**config.mk**
```make
export PLATFORM = sky130hd
export DESIGN_NAME = cordic_gain_comp_out
export DESIGN_NICKNAME = d
export VERILOG_FILES = /design/src/rtl/cordic_gain_comp_out.sv
export SDC_FILE = /design/constraint.sdc
export NUM_CORES = 2
export LEC_CHECK = 0
export BUFFER_PORTS_ARGS = -buffer_cell sky130_fd_sc_hd__buf_2
export CORE_MARGIN = 4
export CORE_UTILIZATION = 25
export DETAILED_ROUTE_END_ITERATION = 10
export HOLD_SLACK_MARGIN = 0.03
export PLACE_DENSITY = 0.43
export SLEW_MARGIN = 20
export SYNTH_ARGS = -nofsm -noshare
export SYNTH_HDL_FRONTEND = slang
export SYNTH_SLANG_ARGS = --single-unit
export TNS_END_PERCENT = 20
```
**constraint.sdc**
```tcl
create_clock -name clk -period 9 [get_ports clk]
set_input_delay 0.9 -clock clk [delete_from_list [all_inputs] [get_ports clk]]
set_output_delay 0.9 -clock clk [all_outputs]
set_load 0.01 [all_outputs]
```
**src/rtl/cordic_gain_comp_out.sv**
```systemverilog
// cordic_gain_comp_out: final CORDIC stage. Scales x/y by the gain constant K
// (unsigned Q1.31), passes z through, and buffers results in a small FWFT FIFO.
// Optional macro CORDIC_GAIN_ROUND_EN: round-half-up before the >>>31 instead
// of truncation toward -inf.
module cordic_gain_comp_out #(
  parameter logic [31:0]  K_COEF = 32'h4DBA76D4,
  parameter int unsigned  DEPTH  = 4,
  parameter int unsigned  AW     = 2
) (
  input  logic          clk,
  input  logic          rst,
  input  logic          in_valid,
  input  logic [31:0]   x,
  input  logic [31:0]   y,
  input  logic [31:0]   z,
  input  logic          out_ready,
  output logic          out_valid,
  output logic [31:0]   x_out,
  output logic [31:0]   y_out,
  output logic [31:0]   z_out,
  output logic [AW:0]   count,
  output logic          overflow
);

  localparam int unsigned DW = 32;
  localparam int unsigned EW = 3 * DW;
  localparam int unsigned PW = 64;

`ifdef CORDIC_GAIN_ROUND_EN
  localparam logic signed [PW-1:0] RND = PW'(64'sd1 <<< 30);
`else
  localparam logic signed [PW-1:0] RND = '0;
`endif

  // Signed sample times positive Q1.31 gain, optionally rounded, back to Q31.
  function automatic logic [DW-1:0] f_scale(input logic [DW-1:0] v);
    logic signed [PW-1:0] p;
    p = PW'(signed'(v)) * $signed({32'd0, K_COEF});
    p = p + RND;
    return DW'(p >>> 31);
  endfunction

  logic [DW-1:0] w_px;
  logic [DW-1:0] w_py;

  assign w_px = f_scale(x);
  assign w_py = f_scale(y);

  logic          r_s1_valid;
  logic [DW-1:0] r_px;
  logic [DW-1:0] r_py;
  logic [DW-1:0] r_pz;

  logic [EW-1:0] r_mem [DEPTH];
  logic [AW-1:0] r_wr_ptr;
  logic [AW-1:0] r_rd_ptr;
  logic [AW:0]   r_count;
  logic          r_overflow;

  logic          w_full;
  logic          w_pop;
  logic          w_push;

  assign w_full = (r_count == (AW+1)'(DEPTH));
  assign w_pop  = out_valid && out_ready;
  assign w_push = r_s1_valid && (!w_full || w_pop);

  // Stage 1: register the scaled products alongside z and valid.
  always_ff @(posedge clk) begin
    if (rst) begin
      r_s1_valid <= 1'b0;
      r_px       <= '0;
      r_py       <= '0;
      r_pz       <= '0;
    end else begin
      r_s1_valid <= in_valid;
      r_px       <= w_px;
      r_py       <= w_py;
      r_pz       <= z;
    end
  end

  // FIFO storage: cleared on reset so the head reads zero afterwards.
  always_ff @(posedge clk) begin
    if (rst) begin
      for (int i = 0; i < int'(DEPTH); i++) begin
        r_mem[i] <= '0;
      end
    end else if (w_push) begin
      r_mem[r_wr_ptr] <= {r_px, r_py, r_pz};
    end
  end

  // FIFO pointers, occupancy and sticky overflow.
  always_ff @(posedge clk) begin
    if (rst) begin
      r_wr_ptr   <= '0;
      r_rd_ptr   <= '0;
      r_count    <= '0;
      r_overflow <= 1'b0;
    end else begin
      if (w_push) begin
        r_wr_ptr <= r_wr_ptr + AW'(1);
      end
      if (w_pop) begin
        r_rd_ptr <= r_rd_ptr + AW'(1);
      end
      if (w_push && !w_pop) begin
        r_count <= r_count + (AW+1)'(1);
      end else if (w_pop && !w_push) begin
        r_count <= r_count - (AW+1)'(1);
      end
      if (r_s1_valid && w_full && !w_pop) begin
        r_overflow <= 1'b1;
      end
    end
  end

  // First-word-fall-through head presentation.
  assign out_valid = (r_count != '0);
  assign count     = r_count;
  assign overflow  = r_overflow;
  assign {x_out, y_out, z_out} = r_mem[r_rd_ptr];

endmodule

```
==> impl_metrics.yaml <==
outcome:
  status: "finished clean"
placed_design:
  portBuffers: 200
  dp_worst_setup_slack_ps: 259.2
  dp.final_hpwl_um: 147700
  postPlaceCellArea_um2: 61300
  gp_congestion: 0.9366
cts:
  post_cts_resized: 0
  root_buffer: "clkbuf_16"
  cts_sinks: 491
  cts_tree: "built"
  h-tree-depth: 2
  cts_buffers: 54
  clock_latency_ps: 610
  hold_buffers: 0
  clk_pin_slew_ps: 60
  cts.path.max_buffers: 3
  post_cts_buffers: 0
yosys:
  yosysSeqAreaShare_pct: 24.22
  synth_top_family_by_area: "adder cells"
  synth_warnings: 0
  async_flop_share_pct: 0
  synth_edf_count: 384
  synth_top_area_share_pct: 29.96
  syn_avg_cell_area_um2: 10.89
  yosysMostFrequentCell: "inv_1"
  synthCells: 5186
  synth_fp_nets: 6868
  synth.mux.area_fraction_pct: 4.000
  synth_flop_cell: "edfxtp_1"
  ys_top_cells_by_area: "fa_1, edfxtp_1, ha_1"
  synth-xor-area-share_pct: 3.878
  synth-compound-area-share_pct: 5.311
  ys_types: 66
  yosys.area_share.simple_pct: 6.353
  synth_fa_ha_area_share_pct: 46.29
  syn-cell-area_um2: 56470
  synth_common_cells: "inv_1, fa_1, ha_1, edfxtp_1, nor2_1"
  synth_area_leader_cell: "fa_1"
  ys_ff_latch: 491
detailed_routing:
  first_pass_iters: 5
  avgViaCountPerCell: 4.245
  routed_wl_um: 177200
  drcViolationCount: 0
  first_iter_violations: 1973
  via_count: 35780
  wl_per_cell_um: 21.02
  ant_nets: 0
global_routing:
  grt_pass1_wl_um: 262300
  first_global_vias: 38770
  grt.overflow.total: 0
  grt_usage_pct: 14.95
  grt_max_degree: 58
  grt_antenna_before_repair: 11
setup_path:
  r2r_cells: 4
  rrSetupSlack_ps: 5610
  cp-end-kind: "flip-flop"
  worst-path-max-fanout: 8
  r2r_start: "r_wr_ptr[0]$_SDFFE_PP0P_"
  reg2reg_to: "r_mem[1][19]$_SDFFCE_PN0P_"
  cp-startpoint: "y[6]"
  crit_path_start_kind: "primary input"
  criticalPathCategory: "in2reg"
  worstPathRequired_ps: 9460
  arrival_ps: 8510
die:
  rows: 174
  dieArea_um2: 233500
  initial_core_util_pct: 25.13
  die_w_um: 483.3
  io-pin-count: 201
  die_h_um: 483.3
  coreArea_um2: 224700
timing:
  fin_crit_ps: 8047
  fin_crit_sh_pct: 89.42
  setup_ws_ps: 952.6
  relSlewSlack_pct: 34.08
  setup_viol: 0
  tns_ps: 0
  max_freq_ghz: 0.1243
  fin_skew_ps: 40.58
  hold_viol_final: 0
  worst_pin_slew_ps: 988.8
  rsz0062_at_grt: "no"
  drv_slew: 0
cells_and_area:
  fin_area_um2: 63170
  fin_nets: 7068
  syn2layout_area_growth_pct: 11.88
  layout-drive-gt1-share_pct: 8.691
hold_path:
  min_to: "overflow$_SDFFE_PP0P_"
  hp-start: "overflow$_SDFFE_PP0P_"
  worstHoldPathCells: 2
  hold_path.class: "reg2reg"
flow_run:
  cap_violations: 0
[kinds of logic (layout without fill, tap and decap cells)]
kind of cell	count (synthesis)	after routing
fa+ha+maj	1582	1582
flops	491	491
xor+xnor	250	250
compound gates	476	476
buf+inv	1496	1741
simple gates	786	786
other cells	0	6
mux	105	105
[critical path, stage by stage]
cell and delay (ps):
buf_2 190, ha_1 340, xnor2_1 440, inv_1 90
ha_1 220, a21oi_1 310, inv_1 90, ha_1 280
inv_1 50, fa_1 560, inv_1 80, fa_1 500
inv_1 60, fa_1 550, inv_1 60, fa_1 500
fa_1 420, ha_1 340, nand2_1 90, nor3_1 320
o2111ai_1 220, nand3_1 200, a41oi_1 280, o31ai_1 680
a221oi_1 300, o21ai_1 220, xnor2_1 130, nor2_1 60
[worst max path at each step]
stage	end	depth (start not counted)	slack [ps]
finish	r_py[25]$_SDFF_PP0_	28	950
global route	r_py[25]$_SDFF_PP0_	28	440
CTS	r_py[25]$_SDFF_PP0_	28	920
detailed placement	r_py[25]$_SDFF_PP0_	28	260
global placement	r_py[25]$_SDFF_PP0_	26	250
floorplan	r_py[25]$_SDFF_PP0_	27	1610
[metal layers]
| metal | track usage, % | share of wire, % | vias to the layer above |
|---|---|---|---|
| met5 | 0 | 0.017 | - |
| li1 | - | - | 16710 |
| met3 | 2.024 | 4.3 | 139 |
| met4 | 2.979 | 2.0 | 4 |
| met2 | 24.22 | 47 | 713 |
| met1 | 21.36 | 47 | 18210 |
[placed cells by master, fill, tap and decap left out, types with 10 or more instances in the layout]
cell type,n
inv_1,1380
fa_1,845
ha_1,737
edfxtp_1,384
nor2_1,319
nand2_1,200
buf_2,199
a21oi_1,186
xor2_1,143
xnor2_1,107
dfxtp_1,105
and2_1,102
mux4_2,96
a21o_1,90
o21ai_0,76
buf_4,59
clkbuf_16,55
nor2b_1,53
nand4_1,28
o21bai_1,23
nand3_1,19
nor3_1,15
and3_1,13
clkbuf_1,13
clkinv_2,11
nand2b_1,10
[cell type report]
type / instances / area [µm²]
clock buffers: 76 / 1535
diodes: 6 / 15.01
multi-input cells: 3199 / 37230
fillers: 23720 / 161500
flip-flops and latches: 491 / 13680
well taps: 2992 / 3744
repair buffers: 259 / 1459
clock inverters: 25 / 320.3
inverters: 1381 / 5184
[sequential cells by signal (all words and copies together), names as in the netlist, 2 cells and up, named ones only]
signal,count
count,3
r_mem,384
r_px,32
r_py,32
r_pz,32
r_rd_ptr,2
r_wr_ptr,2
[metrics by stage]
step           hold WS (ps)  util (%)  cells
2_1_floorplan         458.1         -   5186
3_3_place_gp          455.7     27.28   8322
3_5_place_dp          464.9     27.28   8322
4_1_cts               444.7     28.11   8423
5_1_grt               472.1     28.11   8427
6_report              477.1     28.12   8429
Power is left out: the tool's default activity adds up to more than one toggle a clock period on the data nets, which glitch-free logic cannot reach.
